===== src/rtl/fft_r22sdf_twmul_1024_s3_if.sv =====
// Twiddle-multiplier bus for one R2^2 SDF stage.
// Groups the sample stream, the external twiddle ROM handshake and the output stream.
//   master : sample source + twiddle ROM (drives in_*, tf_*; observes addr*, out_*)
//   slave  : the multiplier itself (consumes in_*, tf_*; drives addr*, out_*)
// tf_re/tf_im are signed Q1.9 and must be valid one clk after addr/addr_vld.
interface fft_r22sdf_twmul_1024_s3_if #(
  parameter int unsigned DW = 16
);
  logic                 in_vld;
  logic                 in_sof;
  logic signed [DW-1:0] in_re;
  logic signed [DW-1:0] in_im;
  logic [3:0]           addr;
  logic                 addr_vld;
  logic signed [9:0]    tf_re;
  logic signed [9:0]    tf_im;
  logic                 out_vld;
  logic                 out_sof;
  logic signed [DW-1:0] out_re;
  logic signed [DW-1:0] out_im;

  modport master (
    output in_vld, in_sof, in_re, in_im, tf_re, tf_im,
    input  addr, addr_vld, out_vld, out_sof, out_re, out_im
  );

  modport slave (
    input  in_vld, in_sof, in_re, in_im, tf_re, tf_im,
    output addr, addr_vld, out_vld, out_sof, out_re, out_im
  );
endinterface


===== src/rtl/fft_r22sdf_twmul_1024_s3.sv =====
// Twiddle multiplier for stage 3 of a 1024-point R2^2 SDF FFT.
// Walks a 16-entry twiddle ROM (external, one-cycle read latency) in step with the
// sample stream and multiplies each sample by its twiddle, with round-half-up and
// saturation back to DW bits. Fixed latency of 3 clk, one sample per clk, no backpressure.
// Ports:
//   clk, rst_n : clock, asynchronous active-low reset
//   bus (slave): in_vld/in_sof/in_re/in_im  sample stream in
//                addr/addr_vld              ROM address out (combinational)
//                tf_re/tf_im                Q1.9 twiddle in, one clk after addr
//                out_vld/out_sof/out_re/out_im twiddled stream out
module fft_r22sdf_twmul_1024_s3 #(
  parameter int unsigned DW = 16
) (
  input logic                   clk,
  input logic                   rst_n,
  fft_r22sdf_twmul_1024_s3_if.slave bus
);

  localparam int unsigned TW   = 10;          // twiddle width (Q1.9)
  localparam int unsigned PW   = DW + TW;     // full product width
  localparam int unsigned SW   = DW + TW + 1; // sum width, cannot overflow
  localparam int unsigned Frac = 9;           // twiddle fraction bits

  localparam logic signed [SW-1:0] RndBias = SW'(256);
  localparam logic signed [SW-1:0] SatMax  = {{(TW + 2){1'b0}}, {(DW - 1){1'b1}}};
  localparam logic signed [SW-1:0] SatMin  = {{(TW + 2){1'b1}}, {(DW - 1){1'b0}}};

  // ---------------------------------------------------------------------------
  // Twiddle index. A valid sof sample uses address 0, so the next one is 1.
  // ---------------------------------------------------------------------------
  logic [3:0] idx_q, idx_d;

  always_comb begin
    idx_d = idx_q;
    if (bus.in_vld) begin
      idx_d = bus.in_sof ? 4'd1 : idx_q + 4'd1;
    end
  end

  always_ff @(posedge clk or negedge rst_n) begin
    if (!rst_n) begin
      idx_q <= 4'd0;
    end else begin
      idx_q <= idx_d;
    end
  end

  assign bus.addr     = bus.in_sof ? 4'd0 : idx_q;
  assign bus.addr_vld = bus.in_vld;

  // ---------------------------------------------------------------------------
  // Stage 1: hold the sample for one cycle so it meets the ROM read data.
  // ---------------------------------------------------------------------------
  logic                 s1_vld_q, s1_sof_q;
  logic signed [DW-1:0] s1_re_q, s1_im_q;

  always_ff @(posedge clk or negedge rst_n) begin
    if (!rst_n) begin
      s1_vld_q <= 1'b0;
      s1_sof_q <= 1'b0;
      s1_re_q  <= '0;
      s1_im_q  <= '0;
    end else begin
      s1_vld_q <= bus.in_vld;
      s1_sof_q <= bus.in_vld & bus.in_sof;
      if (bus.in_vld) begin
        s1_re_q <= bus.in_re;
        s1_im_q <= bus.in_im;
      end
    end
  end

  // ---------------------------------------------------------------------------
  // Stage 2: four full-width partial products.
  // ---------------------------------------------------------------------------
  logic                 s2_vld_q, s2_sof_q;
  logic signed [PW-1:0] p_rr_q, p_ii_q, p_ri_q, p_ir_q;
  logic signed [PW-1:0] p_rr_d, p_ii_d, p_ri_d, p_ir_d;

  always_comb begin
    p_rr_d = PW'(s1_re_q) * PW'(bus.tf_re);
    p_ii_d = PW'(s1_im_q) * PW'(bus.tf_im);
    p_ri_d = PW'(s1_re_q) * PW'(bus.tf_im);
    p_ir_d = PW'(s1_im_q) * PW'(bus.tf_re);
  end

  always_ff @(posedge clk or negedge rst_n) begin
    if (!rst_n) begin
      s2_vld_q <= 1'b0;
      s2_sof_q <= 1'b0;
      p_rr_q   <= '0;
      p_ii_q   <= '0;
      p_ri_q   <= '0;
      p_ir_q   <= '0;
    end else begin
      s2_vld_q <= s1_vld_q;
      s2_sof_q <= s1_vld_q & s1_sof_q;
      if (s1_vld_q) begin
        p_rr_q <= p_rr_d;
        p_ii_q <= p_ii_d;
        p_ri_q <= p_ri_d;
        p_ir_q <= p_ir_d;
      end
    end
  end

  // ---------------------------------------------------------------------------
  // Stage 3: combine, round half up, saturate.
  // ---------------------------------------------------------------------------
  function automatic logic signed [DW-1:0] sat(input logic signed [SW-1:0] v);
    logic signed [SW-1:0] c;
    if (v > SatMax) begin
      c = SatMax;
    end else if (v < SatMin) begin
      c = SatMin;
    end else begin
      c = v;
    end
    return c[DW-1:0];
  endfunction

  logic signed [SW-1:0] sum_re, sum_im, rnd_re, rnd_im;

  always_comb begin
    sum_re = SW'(p_rr_q) - SW'(p_ii_q);
    sum_im = SW'(p_ri_q) + SW'(p_ir_q);
    // Bias of half an LSB then floor shift gives round-half-up.
    rnd_re = (sum_re + RndBias) >>> Frac;
    rnd_im = (sum_im + RndBias) >>> Frac;
  end

  logic                 out_vld_q, out_sof_q;
  logic signed [DW-1:0] out_re_q, out_im_q;

  always_ff @(posedge clk or negedge rst_n) begin
    if (!rst_n) begin
      out_vld_q <= 1'b0;
      out_sof_q <= 1'b0;
      out_re_q  <= '0;
      out_im_q  <= '0;
    end else begin
      out_vld_q <= s2_vld_q;
      out_sof_q <= s2_vld_q & s2_sof_q;
      // Data holds its last value through gaps.
      if (s2_vld_q) begin
        out_re_q <= sat(rnd_re);
        out_im_q <= sat(rnd_im);
      end
    end
  end

  assign bus.out_vld = out_vld_q;
  assign bus.out_sof = out_sof_q;
  assign bus.out_re  = out_re_q;
  assign bus.out_im  = out_im_q;

endmodule


===== src/flat_wrapper.sv =====
// flat-port wrapper written by rule: the top's interface ports become plain ports
module fft_r22sdf_twmul_1024_s3_flat 
#(
  parameter int unsigned DW = 16
)
  (clk, rst_n, bus_in_vld, bus_in_sof, bus_in_re, bus_in_im, bus_tf_re, bus_tf_im, bus_addr, bus_addr_vld, bus_out_vld, bus_out_sof, bus_out_re, bus_out_im);
  fft_r22sdf_twmul_1024_s3_if #(.DW(DW)) bus_i ();
  input logic clk;
  input logic rst_n;
  input wire logic [$bits(bus_i.in_vld)-1:0] bus_in_vld;
  input wire logic [$bits(bus_i.in_sof)-1:0] bus_in_sof;
  input wire logic [$bits(bus_i.in_re)-1:0] bus_in_re;
  input wire logic [$bits(bus_i.in_im)-1:0] bus_in_im;
  input wire logic [$bits(bus_i.tf_re)-1:0] bus_tf_re;
  input wire logic [$bits(bus_i.tf_im)-1:0] bus_tf_im;
  output wire logic [$bits(bus_i.addr)-1:0] bus_addr;
  output wire logic [$bits(bus_i.addr_vld)-1:0] bus_addr_vld;
  output wire logic [$bits(bus_i.out_vld)-1:0] bus_out_vld;
  output wire logic [$bits(bus_i.out_sof)-1:0] bus_out_sof;
  output wire logic [$bits(bus_i.out_re)-1:0] bus_out_re;
  output wire logic [$bits(bus_i.out_im)-1:0] bus_out_im;
  assign bus_i.in_vld = bus_in_vld;
  assign bus_i.in_sof = bus_in_sof;
  assign bus_i.in_re = bus_in_re;
  assign bus_i.in_im = bus_in_im;
  assign bus_i.tf_re = bus_tf_re;
  assign bus_i.tf_im = bus_tf_im;
  assign bus_addr = bus_i.addr;
  assign bus_addr_vld = bus_i.addr_vld;
  assign bus_out_vld = bus_i.out_vld;
  assign bus_out_sof = bus_i.out_sof;
  assign bus_out_re = bus_i.out_re;
  assign bus_out_im = bus_i.out_im;
  fft_r22sdf_twmul_1024_s3 #(.DW(DW)) u_core (.clk(clk), .rst_n(rst_n), .bus(bus_i));
endmodule

===== config.mk =====
export PLATFORM = sky130hd
export DESIGN_NAME = fft_r22sdf_twmul_1024_s3_flat
export DESIGN_NICKNAME = d
export VERILOG_FILES = /design/src/rtl/fft_r22sdf_twmul_1024_s3_if.sv /design/src/rtl/fft_r22sdf_twmul_1024_s3.sv /design/src/flat_wrapper.sv
export SDC_FILE = /design/constraint.sdc
export NUM_CORES = 2
export LEC_CHECK = 0
export CAP_MARGIN = 25
export CELL_PAD_IN_SITES_DETAIL_PLACEMENT = 0
export CELL_PAD_IN_SITES_GLOBAL_PLACEMENT = 1
export CORE_ASPECT_RATIO = 0.6
export CORE_MARGIN = 4
export CORE_UTILIZATION = 55
export CTS_BUF_LIST = sky130_fd_sc_hd__clkbuf_16
export CTS_CLUSTER_SIZE = 25
export DETAILED_ROUTE_END_ITERATION = 8
export PLACE_DENSITY_LB_ADDON = 0.3
export SLEW_MARGIN = 20
export SYNTH_ARGS = -nofsm -noshare
export SYNTH_HDL_FRONTEND = slang
export SYNTH_SLANG_ARGS = --single-unit

===== constraint.sdc =====
create_clock -name clk -period 12.82 [get_ports clk]
set_input_delay 1.282 -clock clk [delete_from_list [all_inputs] [get_ports clk]]
set_output_delay 1.282 -clock clk [all_outputs]
set_load 0.1 [all_outputs]

* Word level (Yosys, flattened, before mapping)
Index checks and enable logic that the tools add are counted.
** Storage, ports and cells
- Register bits after elaboration :: 178
- Word-level logic and storage cells :: 37
- Output and inout bits :: 39
- Input bits :: 56
** Operators by class
- $lt $le $gt $ge :: 4
- Multiply operators :: 4
- Bitwise logic cells :: 3
- Add/subtract/negate cells :: 5
- Mux-type cells :: 6
** Operators with widths (count)
- 16-bit by 10-bit multiplier with 26-bit output :: 4
- 16-bit two-way mux :: 4
- 27-bit by 10-bit adder with 27-bit output, second input constant :: 2
- 18-bit by 16-bit > comparator with 1-bit output, second input constant :: 2
- 18-bit by 16-bit less-than comparator with 1-bit output, second input constant :: 2
- 26-bit by 26-bit adder with 27-bit output :: 1
- 26-bit by 26-bit subtractor with 27-bit output :: 1
- 4-bit two-way mux :: 2
- 4-bit by 1-bit adder with 4-bit output, second input constant :: 1
- 1-bit AND :: 3

* Longest topological paths before layout
- Depth after elaboration :: 5
- Depth in mapped cells :: 24
- Mapped depth without buffers :: 23

* Least setup slack after synthesis
Ideal clock, no wire load.
- Path kind :: input-to-reg
- Start point :: in bus_tf_re[1]
- End point :: reg u_core.p_rr_q[23]
- Buffers on the path :: 1
- Setup slack :: 6.094 ns
- Library setup time :: 0.125 ns
- Arrival time :: 6.601 ns
- Required time :: 12.695 ns
- Cell stages on the path :: 24
- Path through :: clkbuf_1 -> nand2_1 -> fa_1 -> inv_1 -> fa_1 -> inv_1 -> fa_1 -> inv_1 -> fa_1 -> inv_1 -> fa_1 -> inv_1 -> ha_1 -> and3_1 -> a221o_1 -> a21oi_1 -> o21ai_0 -> o211ai_1 -> a21boi_0 -> o211ai_1 -> nand2_1 -> a21oi_1 -> xnor2_1 -> mux2_2
** Between the ends
- Cells in the longest elaborated chain, start to end :: 1
** RTL lines
- start: declaration :: RTL line flat_wrapper.sv:14 : input wire logic [$bits(bus_i.tf_re)-1:0] bus_tf_re;
- 16-bit by 10-bit multiplier with 26-bit output :: RTL line fft_r22sdf_twmul_1024_s3.sv:81 : p_rr_d = PW'(s1_re_q) * PW'(bus.tf_re);
- end signal: assignment :: RTL line fft_r22sdf_twmul_1024_s3.sv:99 : p_rr_q <= p_rr_d;
- end: declaration :: RTL line fft_r22sdf_twmul_1024_s3.sv:77 : logic signed [PW-1:0] p_rr_q, p_ii_q, p_ri_q, p_ir_q;
No other way between the ends.
A chain may end at the register's enable or synchronous reset.

* Worst setup path in the final report
Ends and elaborated chain as after synthesis.

==> results summary <==
Headroom to the max-slew limit came out at 33.3%. The clock slew at the register clock pins of the worst setup and hold paths is ~0.080 ns. The number of sinks on the clock net is approximately 180.

Between clock sinks in the finished design, the worst skew comes to between 0.015 and 0.02 ns. After synthesis, the largest area contributor takes up roughly a third of total cell area. The depth of the critical timing path with buffers and inverters included came out at 25. The sum of buffers and inverters on the critical path is 7. The max-capacitance violation count is 0. The region available for standard cell placement spans between 0.05 and 0.06 mm^2. The longest individual stage delay on the worst path is ~0.57 ns. Once detailed placement completed, the half-perimeter wirelength came to approximately 63 mm. In this run the mean area of a mapped cell was about 9.2 um^2. The die covers about 0.063 mm^2. The achievable frequency came out at between 100 and 150 MHz.

The max-slew violation count is 0. The endpoint identified for the worst register-to-register timing path is u_core.p_rr_q[23]$_DFFE_PN0P_. In the layout the commonest cells are 792 x inv_1, 556 x fa_1, 427 x nand2_1.

Grouping stages by cell kind, the critical path spends the most delay in adder cells. The number of buffers inserted to repair setup after CTS came out at 0. The critical path is of the in -> reg type. The worst-case register-to-register setup slack came out at between 5 and 6 ns. The clock buffer count from CTS came out at 17. The aggregate routed wire length came out at roughly 80 mm.

The flow ran to the end, and the final reports show no timing, DRC or antenna violations. The number of nets at the end of the flow came out at about 4500. Setup repair after global routing left no endpoint under its margin. The quantity of hold-fixing buffers added after cts is 0. No sink is reached through more buffers than the 2 on the longest clock path. Of the cells placed in the final design, the portion with a size suffix greater than 1 is roughly 5.2%. The final period utilization is 59.5%. After clock tree synthesis, the repair step resized 0 gates. The critical path ends at u_core.p_rr_q[23]$_DFFE_PN0P_. The floorplan die height came out at 196 um. The data arrival time of the critical path is between 8 and 9 ns. The required arrival time at the worst endpoint came out at between 10 and 15 ns. For this run, the detailed router's first-pass iteration total came to 5. The initial antenna violation count was 2. The clock tree synthesis step divided the H-tree into 4 levels.

The initial core utilization is 56.0%. The pin count of the biggest net entering global routing came out at 81. The library cell used most frequently in the layout, excluding fill and tap cells, is inv_1. 95 I/O pins were placed.

The accumulated negative setup slack is 0 ns. The number of different library cells used by synthesis comes to 70. The time the worst path needs with I/O delays and setup came out at ~7.6 ns.

The type of the worst min-delay path is reg -> reg. The synthesized area came out at ~0.032 mm^2. Compared with the post-synthesis result, the final layout area differs by 6.97%. The DRC violation count after routing came out at 0. The fraction of registers with async set/reset is 100%.

The synthesized net count is 4487. The clock reaches the later pin of the worst-skew pair after about 0.50 ns. STA classifies the critical path endpoint as a register. In this run, synthesis produced a sequential element count of roughly 180. The buffer cell driving the clock tree root is clkbuf_16. In this run the critical register-to-register path is launched from u_core.s1_re_q[6]$_DFFE_PN0P_. On the critical path, the stage with the largest delay is an instance of fa_1. Counting every instance in the synthesized netlist gives 3532.

Port buffering added 94 buffers. The total congestion overflow is 0. For this run, the leading register cell type out of synthesis is dfrtp_1. The number of warnings issued by yosys is 0.

The biggest fanout along the worst timing path came out at 34. The detailed-route wire length per cell is between 15 and 20 um. The residual antenna-violating net count after detailed routing came out at 0. TritonCTS built the clock tree. By area the synthesized netlist is led by fa_1 34%, dfrtp_1 14%, ha_1 13%. The number of global-route vias before repair came to ~26000.

Setup violations remaining at the end of the flow were counted as 0. Across every metal layer, demand over resource in global routing totals about 27%. The number of synthesized flops with an enable pin is 0. The standard-cell row count is just under 70.

The type of origin of the critical path is a primary input. The origin of the worst setup path is bus_tf_re[1]. The final RePlAce weighted congestion came out at between 0.9 and 1.

Summed over all instances, the cell type with the most area after synthesis is fa_1. The actual slew at the worst max-slew pin is around 1.0 ns. The first global-routing pass estimated roughly 130 mm of wire. The number of design-rule violations left by the first detailed-router iteration is around 1700. The ratio of routed vias to standard cells is between 5 and 6. The via count came out at approximately 24000. Of the synthesized area, sequential elements account for 13.7%. The number of hold violations in the final report is 0. The number of cells on the worst reg-to-reg path is 23. The width of the chip came out at approximately 320 um.
## metrics by stage
stage / cell area (um^2) / utilization [%] / hold slack (ns) / cells / setup slack [ns]
finish: 34700 / 59.9 / 0.454 / 4319 / 5.19
floorplan: 32400 / - / 0.390 / 3532 / 6.09
CTS: 34700 / 59.9 / 0.455 / 4314 / 5.31
detailed placement: 34100 / 58.8 / 0.435 / 4282 / 4.84
global placement: 34000 / 58.7 / 0.434 / 4280 / 4.67
global route: 34700 / 59.9 / 0.482 / 4315 / 4.99
## registers in the layout, summed over array words and instances (netlist names), 4 cells and up
register / flops
u_core.p_ii_q: 26
u_core.p_ir_q: 26
u_core.p_ri_q: 26
u_core.p_rr_q: 26
u_core.bus.out_im: 16
u_core.bus.out_re: 16
u_core.s1_im_q: 16
u_core.s1_re_q: 16
u_core.idx_q: 4
## per-layer routing
layer	GRT usage (%)	routed length [um]	vias up
met5	0	66	-
met4	4.66	905	4
met3	9.32	8380	78
met2	40.4	34500	856
met1	39.0	36500	12000
li1	-	-	10800
## worst register-to-register path: cells and delay by family (launching register included)
kind / cells / cell delay (ns)
AO/OA/AOI/OAI: 7 / 1.87
multiplexers: 1 / 0.26
adder cells (fa/ha/maj): 6 / 2.86
AND/OR/NAND/NOR: 3 / 0.46
flip-flops: 1 / 0.95
XOR/XNOR: 1 / 0.08
buffers and inverters: 5 / 0.26
## cells by family (layout without fill, tap and decap cells)
| group | count (synthesis) | in the layout | share of synthesized area (%) |
|---|---|---|---|
| other cells | 0 | 4 | 0 |
| xor+xnor | 139 | 139 | 3.75 |
| mux | 91 | 91 | 3.15 |
| compound gates | 372 | 372 | 7.60 |
| flops | 178 | 178 | 13.7 |
| simple gates | 905 | 905 | 13.2 |
| buf+inv | 948 | 961 | 11.0 |
| fa+ha+maj | 899 | 899 | 47.6 |
## cell type report
type / instances / area [um^2]
Multi-Input combinational cell: 2406 / 24400
Fill cell: 5043 / 23200
Sequential cell: 178 / 4460
Inverter: 794 / 2980
Timing Repair Buffer: 135 / 1250
Tap cell: 770 / 963
Clock buffer: 17 / 425
Clock inverter: 15 / 193
Antenna cell: 4 / 10.0
## worst min-delay path by stage
stage,slack (ns),startpoint,endpoint,cells after the start
2_1_floorplan,0.39,u_core.s1_vld_q$_DFF_PN0_,u_core.s2_vld_q$_DFF_PN0_,0
3_3_place_gp,0.43,u_core.s1_sof_q$_DFF_PN0_,u_core.s2_sof_q$_DFF_PN0_,1
3_5_place_dp,0.44,u_core.s1_sof_q$_DFF_PN0_,u_core.s2_sof_q$_DFF_PN0_,1
4_1_cts,0.45,u_core.s1_sof_q$_DFF_PN0_,u_core.s2_sof_q$_DFF_PN0_,1
5_1_grt,0.48,u_core.s1_sof_q$_DFF_PN0_,u_core.s2_sof_q$_DFF_PN0_,1
6_report,0.45,u_core.s1_sof_q$_DFF_PN0_,u_core.s2_sof_q$_DFF_PN0_,1
## cells in the mapped netlist, types with 5 or more instances
cell type and instances:
inv_1 792, fa_1 556, nand2_1 427, ha_1 343, and2_1 228, dfrtp_1 178
clkbuf_1 141, nor2_1 127, xnor2_1 112, a21oi_1 109, mux2_2 88, o21ai_0 60
a21o_1 55, nand3_1 32, xor2_1 27, o21bai_1 22, nor3_1 18, a221o_1 17
nand2b_1 16, a211oi_1 14, o21a_1 14, a31oi_1 12, buf_1 11, and3_1 10
nor2b_1 10, o31ai_1 8, o211ai_1 7, o2bb2ai_1 7, o22ai_1 6, or3_1 6
a311o_1 5, nand4_1 5, nor3b_1 5
Power is left out: the tool's default activity adds up to more than one toggle a clock period on the data nets, which glitch-free logic cannot reach.
